### src/rtl/intersection_controller.sv
// Two-road intersection sequencer: NS main road resting green, EW side road and pedestrian walk on request.
// Optional EMERG_PREEMPT_EN adds an emerg input that holds NS green and cuts EW green / walk short.
module intersection_controller #(
  parameter int GREEN_CYC  = 20,
  parameter int YELLOW_CYC = 3,
  parameter int CLEAR_CYC  = 2,
  parameter int WALK_CYC   = 10,
  parameter int CNT_W      = 6
) (
  input  logic       clk,
  input  logic       reset_n,
  input  logic       ew_req,
  input  logic       ped_req,
`ifdef EMERG_PREEMPT_EN
  input  logic       emerg,
`endif
  output logic       ns_green_on,
  output logic       ns_yellow_on,
  output logic       ns_red_on,
  output logic       ew_green_on,
  output logic       ew_yellow_on,
  output logic       ew_red_on,
  output logic       walk_on,
  output logic       ped_wait,
  output logic [2:0] phase
);

  // state | meaning
  // NS_G  | NS green, rests here until a request is pending
  // NS_Y  | NS yellow
  // CLR_A | all red before EW green
  // EW_G  | EW green, fixed length
  // EW_Y  | EW yellow
  // CLR_B | all red, then walk if a pedestrian waits
  // WALK  | pedestrian walk, both roads red
  typedef enum logic [2:0] {
    NS_G  = 3'd0,
    NS_Y  = 3'd1,
    CLR_A = 3'd2,
    EW_G  = 3'd3,
    EW_Y  = 3'd4,
    CLR_B = 3'd5,
    WALK  = 3'd6
  } state_t;

  localparam logic [CNT_W-1:0] G_LAST = CNT_W'(GREEN_CYC - 1);
  localparam logic [CNT_W-1:0] Y_LAST = CNT_W'(YELLOW_CYC - 1);
  localparam logic [CNT_W-1:0] C_LAST = CNT_W'(CLEAR_CYC - 1);
  localparam logic [CNT_W-1:0] W_LAST = CNT_W'(WALK_CYC - 1);

  state_t           state;
  state_t           nxt;
  logic [CNT_W-1:0] timer;
  logic [CNT_W-1:0] timer_nxt;
  logic             ew_pend;
  logic             ped_pend;
  logic             ew_any;
  logic             ped_any;
  logic             emerg_act;

`ifdef EMERG_PREEMPT_EN
  assign emerg_act = emerg;
`else
  assign emerg_act = 1'b0;
`endif

  // A request present this very cycle counts as pending for the decision
  assign ew_any  = ew_pend | ew_req;
  assign ped_any = ped_pend | ped_req;

  always_comb begin
    nxt = state;
    case (state)
      NS_G:  if (timer == G_LAST && (ew_any || ped_any) && !emerg_act) nxt = NS_Y;
      NS_Y:  if (timer == Y_LAST) nxt = CLR_A;
      CLR_A: if (timer == C_LAST) nxt = EW_G;
      EW_G:  if (emerg_act || timer == G_LAST) nxt = EW_Y;
      EW_Y:  if (timer == Y_LAST) nxt = CLR_B;
      CLR_B: if (timer == C_LAST) nxt = ped_any ? WALK : NS_G;
      WALK: begin
        if (emerg_act)            nxt = CLR_B;
        else if (timer == W_LAST) nxt = NS_G;
      end
      default: nxt = NS_G;
    endcase
  end

  always_comb begin
    timer_nxt = timer + CNT_W'(1);
    if (nxt != state)
      timer_nxt = '0;
    else if (state == NS_G && timer == G_LAST)
      timer_nxt = timer;
  end

  always_ff @(posedge clk or negedge reset_n) begin
    if (!reset_n) begin
      state        <= NS_G;
      timer        <= '0;
      ew_pend      <= 1'b0;
      ped_pend     <= 1'b0;
      ns_green_on  <= 1'b1;
      ns_yellow_on <= 1'b0;
      ns_red_on    <= 1'b0;
      ew_green_on  <= 1'b0;
      ew_yellow_on <= 1'b0;
      ew_red_on    <= 1'b1;
      walk_on      <= 1'b0;
    end else begin
      state        <= nxt;
      timer        <= timer_nxt;
      // Clearing wins over a new request for the whole served phase
      ew_pend      <= (state == EW_G) ? 1'b0 : ew_any;
      ped_pend     <= (state == WALK) ? 1'b0 : ped_any;
      ns_green_on  <= (nxt == NS_G);
      ns_yellow_on <= (nxt == NS_Y);
      ns_red_on    <= !(nxt == NS_G || nxt == NS_Y);
      ew_green_on  <= (nxt == EW_G);
      ew_yellow_on <= (nxt == EW_Y);
      ew_red_on    <= !(nxt == EW_G || nxt == EW_Y);
      walk_on      <= (nxt == WALK);
    end
  end

  assign ped_wait = ped_pend;
  assign phase    = state;

endmodule

### config.mk
export PLATFORM = sky130hd
export DESIGN_NAME = intersection_controller
export DESIGN_NICKNAME = d
export VERILOG_FILES = /design/src/rtl/intersection_controller.sv
export SDC_FILE = /design/constraint.sdc
export NUM_CORES = 1
export LEC_CHECK = 0
export BUFFER_PORTS_ARGS = -buffer_cell sky130_fd_sc_hd__buf_2
export CELL_PAD_IN_SITES_DETAIL_PLACEMENT = 2
export CELL_PAD_IN_SITES_GLOBAL_PLACEMENT = 2
export CORE_AREA = 4 4 59 61
export DETAILED_ROUTE_END_ITERATION = 8
export DIE_AREA = 0 0 63 65
export PLACE_DENSITY = 0.8
export SLEW_MARGIN = 20
export SYNTH_ARGS = -nofsm -noshare
export SYNTH_HDL_FRONTEND = slang
export SYNTH_SLANG_ARGS = --single-unit
### constraint.sdc
create_clock -name clk -period 4.1 [get_ports clk]
set_input_delay 0 -clock clk [delete_from_list [all_inputs] [get_ports clk]]
set_output_delay 0 -clock clk [all_outputs]
set_load 0.1 [all_outputs]
==> results of run 1 <==
metal layers:
metal / share of wire, % / up-vias / wire length, um
met5: 0 / - / 0
met4: 1.0 / 0 / 28
met3: 3.0 / 4 / 83
met2: 51 / 12 / 1430
met1: 45 / 432 / 1240
li1: - / 405 / -
Yosys cell counts, types with 3 or more instances:
master	n	area (um^2)
o21ai_0	3	15.0
nand3_1	6	30.0
nand3b_1	3	22.5
a211oi_1	3	22.5
dfrtp_1	16	400
buf_6	3	33.8
a21oi_1	4	20.0
nor2_1	15	56.3
nand2_1	4	15.0
ha_1	3	37.5
nor3_1	3	15.0
inv_1	7	26.3
worst min path at each step:
stage	start	endpoint	depth (start not counted)
6_report	reset_n	phase[2]	2
5_1_grt	reset_n	phase[2]	2
4_1_cts	reset_n	phase[2]	2
3_5_place_dp	reset_n	ped_wait	1
3_3_place_gp	reset_n	ped_wait	1
2_1_floorplan	reset_n	ew_green_on	0
per-stage QoR:
step,hold slack (ns),setup WS [ns]
2_1_floorplan,-0.296,1.89
3_3_place_gp,-0.0448,2.09
3_5_place_dp,-0.0406,1.98
4_1_cts,0.156,1.96
5_1_grt,0.165,1.70
6_report,0.140,1.96
worst max-delay path, delay by kind of cell, from the launching register on:
family	cells	cell delay, ns
AO/OA/AOI/OAI	2	0.60
adder cells (fa/ha/maj)	1	0.21
buffers and inverters	1	0.08
flip-flops	1	0.44
AND/OR/NAND/NOR	3	0.75
cells by family (layout without fill, tap and decap cells):
| logic type | Yosys count | count (layout) | share of synthesized area, % |
|---|---|---|---|
| adders and majority gates | 3 | 3 | 3.53 |
| xor gates and xnor gates | 4 | 4 | 3.29 |
| buffers and inverters | 12 | 28 | 6.35 |
| muxes | 3 | 3 | 3.41 |
| AOI/OAI and AO/OA | 19 | 19 | 13.1 |
| and+or+nand+nor | 48 | 48 | 27.8 |
| DFF | 18 | 18 | 42.6 |
timing repair:
action | 4_1_cts | 5_1_grt
endpoints found under the hold margin | 20 | 0
hold buffers | 3 | 0
setup buffers | 0 | 0
layout make-up:
| cell class | instances | area, um^2 |
|---|---|---|
| fill | 337 | 1780 |
| multi-input combinational | 77 | 543 |
| sequential | 18 | 453 |
| timing repair buffer | 17 | 100 |
| tap | 33 | 41.3 |
| clock buffer | 4 | 36.3 |
| inverter | 7 | 26.3 |
state kept, by name, summed over array words and instances (netlist names):
| signal | cells |
|---|---|
| ew_green_on | 1 |
| ew_pend | 1 |
| ew_red_on | 1 |
| ew_yellow_on | 1 |
| ns_green_on | 1 |
| ns_red_on | 1 |
| ns_yellow_on | 1 |
| ped_wait | 1 |
| phase | 3 |
| timer | 6 |
| walk_on | 1 |
==> run metrics, run 1 <==
f_max=around 0.47 GHz; met1 Use GR=19.1%; first-pass GRT wire length=~4.8 mm; die height=~65 um; Clock Pin Slew Worst Setup and Hold Paths=0.11 ns; FFs w/ async S/R, synth=100%; Starting Density=35.7%; final instance area=0.00120 mm^2; CP startpoint=timer[1]; Sink Count=18; FF-to-FF setup slack=1.96 ns; vias in the first global route=915; Final Util=40.3%; layout net count=between 100 and 150; Syn. warnings=0; slowest stage delay, CP=roughly 0.44 ns; synthesis-to-finish area growth=12.8%; GR Overflow Total=0; initial antenna violation count=0; Syn Inst Count=about 110; total wire length=2.79 mm; Hold Crit Class=in -> async; maximum fanout along the worst path=5; DR vias/cell=approximately 5.5; R2R cell count=7; FF+latch count, synth=18; TritonCTS clock tree=built; H-tree Lvls=1; number of buffers added on ports=14; CP Capture Point=ns_yellow_on; dpl hpwl=approximately 2.1 mm; drt first pass iters=4; met2 usage=25.8%; max_cap viols=0; register area share after synthesis=42.6%; fin cells=156; CP Capture Type=flop; via count=about 850; GR Util All Layers=~15%; DR iter-0 viols=21; Core ar.=roughly 0.0030 mm^2; Final Slew Violations=0; row count=20; average wire per standard cell=17.9 um; GRT busiest layer=met2; largest net degree at the start of global routing=19; Worst slew margin=64.0%; worst r2r src=timer[1]; CP cell instances=inv_1 > ha_1 > nor3b_1 > a311oi_1 > a211oi_1 > nand3b_1 > nor2b_1; dpl cell area=0.00113 mm^2; Post-synth top flop=dfrtp_1; Post-synth EDFFs=0; Mapped Area=0.00106 mm^2; Setup TNS=0 ns; DRC Markers=0; CTS max path bufs=2; global routing usage on met3=3.99%; cts bufs inserted=3; measured slew at the worst slew-check pin=~0.54 ns; I/O Pins=15; Placed Cells=149; Syn Area/Cell=slightly below 10 um^2; post-CTS sizing=0; Reg2Reg Capture Point=ns_yellow_on; gpl congestion=~0.82; syn nets=114; share of cells above drive strength 1=26.0%; final setup fails=0; Crit path required time=4.33 ns; minimum clock period=2.14 ns; Final ANT Viol Nets=0; Root Driver=clkbuf_4; run status=finished clean; Die W=about 63 um; endpoints failing hold=0; Final period util=a little over half; Inserted Diodes=0; Distinct cells, synth=between 40 and 50; Die ar.=0.00410 mm^2; most frequent cells in the layout=16 x dfrtp_1, 15 x nor2_1, 14 x buf_2; critical path data arrival time=2.38 ns; Worst Skew=0.00884 ns; Critical Path Source Type=flop; most common cell after layout, fill and taps aside=dfrtp_1; RSZ-0062 raised after global routing=false; slowest library cell on the worst path=dfrtp_1; Crit Path Category=reg -> reg; Clock Latency Late Sink=0.31 ns
Power of run 1 is not shown: default switching activity piles up to over one toggle a cycle in this logic, so the estimate is an artifact.
==> run 2: changes to the inputs <==
--- a/config.mk
+++ b/config.mk
@@ -8,10 +8,10 @@
 export BUFFER_PORTS_ARGS = -buffer_cell sky130_fd_sc_hd__buf_2
 export CELL_PAD_IN_SITES_DETAIL_PLACEMENT = 2
 export CELL_PAD_IN_SITES_GLOBAL_PLACEMENT = 2
-export CORE_AREA = 4 4 59 61
+export CORE_AREA = 4 4 64 66
 export DETAILED_ROUTE_END_ITERATION = 8
-export DIE_AREA = 0 0 63 65
-export PLACE_DENSITY = 0.8
+export DIE_AREA = 0 0 68 70
+export PLACE_DENSITY = 0.71
 export SLEW_MARGIN = 20
 export SYNTH_ARGS = -nofsm -noshare
 export SYNTH_HDL_FRONTEND = slang
==> constraint.sdc (replaced) <==
create_clock -name clk -period 1.8 [get_ports clk]
set_input_delay 0 -clock clk [delete_from_list [all_inputs] [get_ports clk]]
set_output_delay 0 -clock clk [all_outputs]
set_load 0.1 [all_outputs]
==> run 2 against run 1 <==
The flow now finishes with violations (setup timing). Die area rose by 16%. Via count rose by 12%. Global-route usage rose by 0.31 points. Final cell count rose by 24%. Final area rose by 26%. Critical path depth fell by 1. Utilization rose by 1.9 points. Clock-buffer cell count did not move. Largest cell class unchanged. Highest routed layer unchanged.
==> run metrics, run 2 (synthesis gave the netlist of run 1 again) <==
Die ar.=0.00476 mm^2 (+16%); Root Driver=clkbuf_4; Final period util=100% (+48 points); final worst setup slack=-0.00232 ns (-1.96 ns); fill count=394 (+17%); Inserted Diodes=0 (unchanged); CTS max path bufs=2 (unchanged); failing checks=setup timing; slowest library cell on the worst path=dfrtp_2; Starting Density=29.7% (-6.0 points); row count=22 (+10%); critical path data arrival time=2.02 ns (-0.36 ns); CP cell instances=buf_4 > nor3_2 > nand3_2 > mux2i_2 > or2_4 > and2_1; dpl ws=-0.101 ns (-2.08 ns); dpl cell area=0.00129 mm^2 (+14%); Total Power=3.10 mW; Crit Path Category=reg -> reg; clock network power share=8.5%; average wire per standard cell=17.8 um (-0.51%); total wire length=3.45 mm (+24%); Die W=68 um (+7.9%); Power Density=2060 mW/mm^2; GR Util All Layers=15.5% (+0.31 points); I/O Pins=15 (unchanged); Comb power frac=68.3%; Biggest register=timer; drt first pass iters=2 (-2); CP Capture Type=flop; final instance area=0.00151 mm^2 (+26%); H-tree Lvls=1 (unchanged); DRC Markers=0 (unchanged); WL met3=81 um (-2.4%); most common cell after layout, fill and taps aside=buf_4; measured slew at the worst slew-check pin=0.503 ns (-0.0365 ns); die height=70 um (+7.7%); f_max=0.555 GHz (+19%); most frequent cells in the layout=22 x buf_4, 14 x nor2_1, 14 x buf_2; synthesis-to-finish area growth=42.0%; Hold Crit Class=in -> async; Sequential Power Share=23.2%; max_cap viols=0 (unchanged); Clock Latency Late Sink=0.31 ns (about the same); final setup fails=1 (+1); Crit path required time=2.02 ns (-2.31 ns); maximum fanout along the worst path=5 (unchanged); TritonCTS clock tree=built; Met1 Wirelength=1.40 mm (+13%); Clock Pin Slew Worst Setup and Hold Paths=0.11 ns (about the same); run status=finished with violations; Core ar.=0.00358 mm^2 (+20%); Worst Skew=0.00693 ns (-0.00191 ns); Final Slew Violations=0 (unchanged); gpl congestion=0.767 (-6.0%); DR iter-0 viols=13 (-38%); sw frac=53.5%; sw power=1.66 mW; slowest stage delay, CP=0.46 ns (+0.02 ns); Max Used Layer=met4; RSZ-0062 raised after global routing=true; Worst slew margin=66.7% (+2.7 points); Static Leakage=0.632 nW; share of cells above drive strength 1=56.2% (+30 points); Sink Count=18 (unchanged); Critical Path Source Type=flop; endpoints failing hold=0 (unchanged); via count=954 (+12%); cts bufs inserted=3 (unchanged); Final ANT Viol Nets=0 (unchanged); DR vias/cell=4.92 (-10%); dpl hpwl=2.43 mm (+14%); vias in the first global route=1057 (+16%); largest net degree at the start of global routing=19 (unchanged); initial antenna violation count=0 (unchanged); layout net count=154 (+18%); WL met2=1.86 mm (+30%); first-pass GRT wire length=5.42 mm (+14%); Int Power=1.44 mW; number of buffers added on ports=14 (unchanged); number of flip-flops in the largest register=6 (unchanged); minimum clock period=1.80 ns (-0.342 ns); GR Overflow Total=0 (unchanged); peak supply drop=0.827 mV
-- run 2: timing repair --
action / CTS / global route
hold endpoints to repair: 20 / 0
pin swaps: 3 / 9
setup endpoints to repair: 13 / 12
hold buffers: 3 / 0
gates resized for setup: 8 / 21
setup buffers: 2 / 4
-- run 2: routing by layer --
metal / vias up / track usage [%]
li1: 452 / -
met1: 479 / 18.2
met2: 14 / 26.2
met3: 9 / 2.73
met4: 0 / 7.95
met5: - / 0
-- run 2: path summary, 6_finish.rpt --
check,startpoint,to,slack [ns],cells after the start
max in group asynchronous,reset_n,phase[2],1.32,2
hold reg to reg,ew_pend,ew_pend,0.49,1
setup reg to reg,timer[2],ew_green_on,-0.002,6
hold / removal,reset_n,phase[0],0.15,2
min in group clk,ew_req,ew_pend,0.44,3
setup / recovery,timer[2],ew_green_on,-0.002,6
-- run 2: power by group through the flow --
stage	sequential, mW	combinational [mW]	clock, mW
floorplan	1.31	0.762	0
global placement	0.711	1.78	0
detailed placement	0.723	1.83	0
CTS	0.721	1.94	0.272
global route	0.744	2.26	0.293
finish	0.721	2.12	0.265
-- run 2: through the flow --
stage / hold WS [ns] / instances / utilization, % / setup TNS, ns
3_3_place_gp: -0.0556 / 181 / 36.1 / 0
6_report: 0.146 / 194 / 42.2 / -0.00232
3_5_place_dp: -0.0384 / 181 / 36.1 / -0.398
2_1_floorplan: -0.296 / 107 / - / 0
5_1_grt: 0.158 / 194 / 42.2 / -0.500
4_1_cts: 0.142 / 190 / 39.2 / 0
-- run 2: cell type report --
cell class	instances	area (um^2)	share of cell area [%]
Clock buffer	4	36.3	2.40
Sequential cell	18	472	31.2
Inverter	7	26.3	1.74
Multi-Input combinational cell	77	639	42.3
Timing Repair Buffer	40	277	18.3
Tap cell	48	60.1	3.98
-- run 2: critical path, delay by kind of cell (launching register included) --
kind	cells	cell delay, ns
DFF	1	0.46
buffers and inverters	1	0.17
muxes	1	0.21
and+or+nand+nor	4	0.87
(Power assumes the default switching activity.)
==> run 3: changes to the inputs <==
--- a/config.mk
+++ b/config.mk
@@ -12,6 +12,7 @@
 export DETAILED_ROUTE_END_ITERATION = 8
 export DIE_AREA = 0 0 68 70
 export PLACE_DENSITY = 0.71
+export RECOVER_POWER = 25
 export SLEW_MARGIN = 20
 export SYNTH_ARGS = -nofsm -noshare
 export SYNTH_HDL_FRONTEND = slang
==> run 3 against run 2 <==
Highest routed layer unchanged. First-iteration DRC count unchanged. Utilization about the same. Critical endpoint unchanged. Final cell count unchanged. The run still ends with setup timing left.
==> run metrics, run 3 (synthesis gave the netlist of run 1 again) <==
run status=finished with violations; failing checks=setup timing; WHS=0.362 ns (+0.216 ns); row count=22 (unchanged); Worst Skew=0.00695 ns (+0.0000127 ns); Power Density=2060 mW/mm^2 (about the same); measured slew at the worst slew-check pin=0.994 ns (+0.492 ns); worst r2r src=timer[2]; drt first pass iters=2 (unchanged); endpoints failing hold=0 (unchanged); Die W=68 um (unchanged); RSZ-0062 raised after global routing=true; Final period util=100% (about the same); I/O Pins=15 (unchanged); Final Util=42.2% (about the same); initial antenna violation count=0 (unchanged); most frequent cells in the layout=22 x buf_4, 14 x nor2_1, 13 x buf_2; vias in the first global route=1057 (unchanged); synthesis-to-finish area growth=41.9% (about the same); DRC Markers=0 (unchanged); DR vias/cell=4.92 (unchanged); max_cap viols=0 (unchanged); CP Capture Type=flop; f_max=0.555 GHz (about the same); TritonCTS clock tree=built; Final ANT Viol Nets=0 (unchanged); Root Driver=clkbuf_4; final setup fails=1 (unchanged); Starting Density=29.7% (unchanged); Crit path required time=2.02 ns (about the same); Clock Latency Late Sink=0.31 ns (about the same); via count=954 (unchanged); minimum clock period=1.80 ns (-0.000111 ns); GR Overflow Total=0 (unchanged); Core ar.=0.00358 mm^2 (unchanged); Sink Count=18 (unchanged); Biggest register=timer; largest net degree at the start of global routing=19 (unchanged); Static Leakage=0.629 nW (-0.44%); H-tree Lvls=1 (unchanged); final worst setup slack=-0.00221 ns (+0.000111 ns); Final Slew Violations=0 (unchanged); R2R cell count=6 (unchanged); peak supply drop=0.829 mV (+0.22%); Die ar.=0.00476 mm^2 (unchanged); number of buffers added on ports=14 (unchanged); Inserted Diodes=0 (unchanged); gpl congestion=0.767 (unchanged); Reg2Reg Capture Point=ew_green_on; critical path data arrival time=2.02 ns (about the same); most common cell after layout, fill and taps aside=buf_4; dpl hpwl=2.43 mm (unchanged); layout net count=154 (unchanged); Crit path max-delay family=simple AND/OR/NAND/NOR gates; maximum fanout along the worst path=5 (unchanged); Worst slew margin=33.7% (-33 points); GR Util All Layers=15.5% (unchanged); slowest library cell on the worst path=dfrtp_2; Crit Path Category=reg -> reg; CTS max path bufs=2 (unchanged); Clock Pin Slew Worst Setup and Hold Paths=0.11 ns (about the same); average wire per standard cell=17.8 um (about the same); FF-to-FF setup slack=-0.002 ns (about the same); slowest stage delay, CP=0.46 ns (about the same); Hold Crit Class=in -> async; Critical Path Source Type=flop; cts bufs inserted=3 (unchanged); total wire length=3.45 mm (about the same); number of flip-flops in the largest register=6 (unchanged); CP cell instances=buf_4 > nor3_2 > nand3_2 > mux2i_2 > or2_4 > and2_1; DR iter-0 viols=13 (unchanged); first-pass GRT wire length=5.42 mm (unchanged); share of cells above drive strength 1=55.5% (-0.68 points); final instance area=0.00151 mm^2 (about the same); Setup TNS=-0.00221 ns (+0.000111 ns); Total Power=3.10 mW (about the same); die height=70 um (unchanged); critical path buffer and inverter count=1 (unchanged); dpl cell area=0.00129 mm^2 (unchanged)
## run 3: final cells by class
class | instances | area (um^2)
flip-flops and latches | 18 | 472
fillers | 395 | 2070
multi-input cells | 77 | 639
repair buffers | 40 | 275
well taps | 48 | 60.1
inverters | 7 | 26.3
clock buffers | 4 | 36.3
## run 3: per-layer routing
| layer | up-vias | GRT usage, % | wire (um) |
|---|---|---|---|
| li1 | 452 | - | - |
| met1 | 479 | 18.2 | 1400 |
| met2 | 14 | 26.2 | 1860 |
| met3 | 9 | 2.73 | 81 |
| met4 | 0 | 7.95 | 107 |
| met5 | - | 0 | 0 |
## run 3: worst register-to-register path, stage by stage, from the launching register on
cell and delay (ns):
dfrtp_2 0.46, buf_4 0.17, nor3_2 0.28, nand3_2 0.16, mux2i_2 0.21, or2_4 0.29, and2_1 0.14
## run 3: what timing repair did
action | 4_1_cts | 5_1_grt
hold endpoints to repair | 20 | 0
gates cloned | 0 | 0
buffers inserted | 2 | 4
hold buffers | 3 | 0
pin swaps | 3 | 9
endpoints found under the setup margin | 13 | 12
resized for setup | 8 | 21
## run 3: power by group
part | internal (mW) | switching (mW) | total (mW)
clock network | 0.124 | 0.141 | 0.265
logic | 0.736 | 1.38 | 2.12
registers | 0.582 | 0.138 | 0.721
## run 3: worst max path at each step
stage             start            to  slack, ns  cells past startpoint
2_1_floorplan  phase[2]   ew_green_on      0.001                      7
3_3_place_gp   timer[2]   ew_green_on      0.007                      6
3_5_place_dp   timer[2]  ns_yellow_on      -0.10                      6
4_1_cts        timer[3]     ew_red_on     0.0009                      6
5_1_grt        timer[2]   ew_green_on       -0.1                      6
6_report       timer[2]   ew_green_on     -0.002                      6
## run 3: through the flow
step                      setup slack [ns]  std cells
final                             -0.00221        194
after global routing               -0.0974        194
after CTS                         0.000938        190
after detailed placement            -0.101        181
after global placement             0.00685        181
after floorplan                    0.00133        107
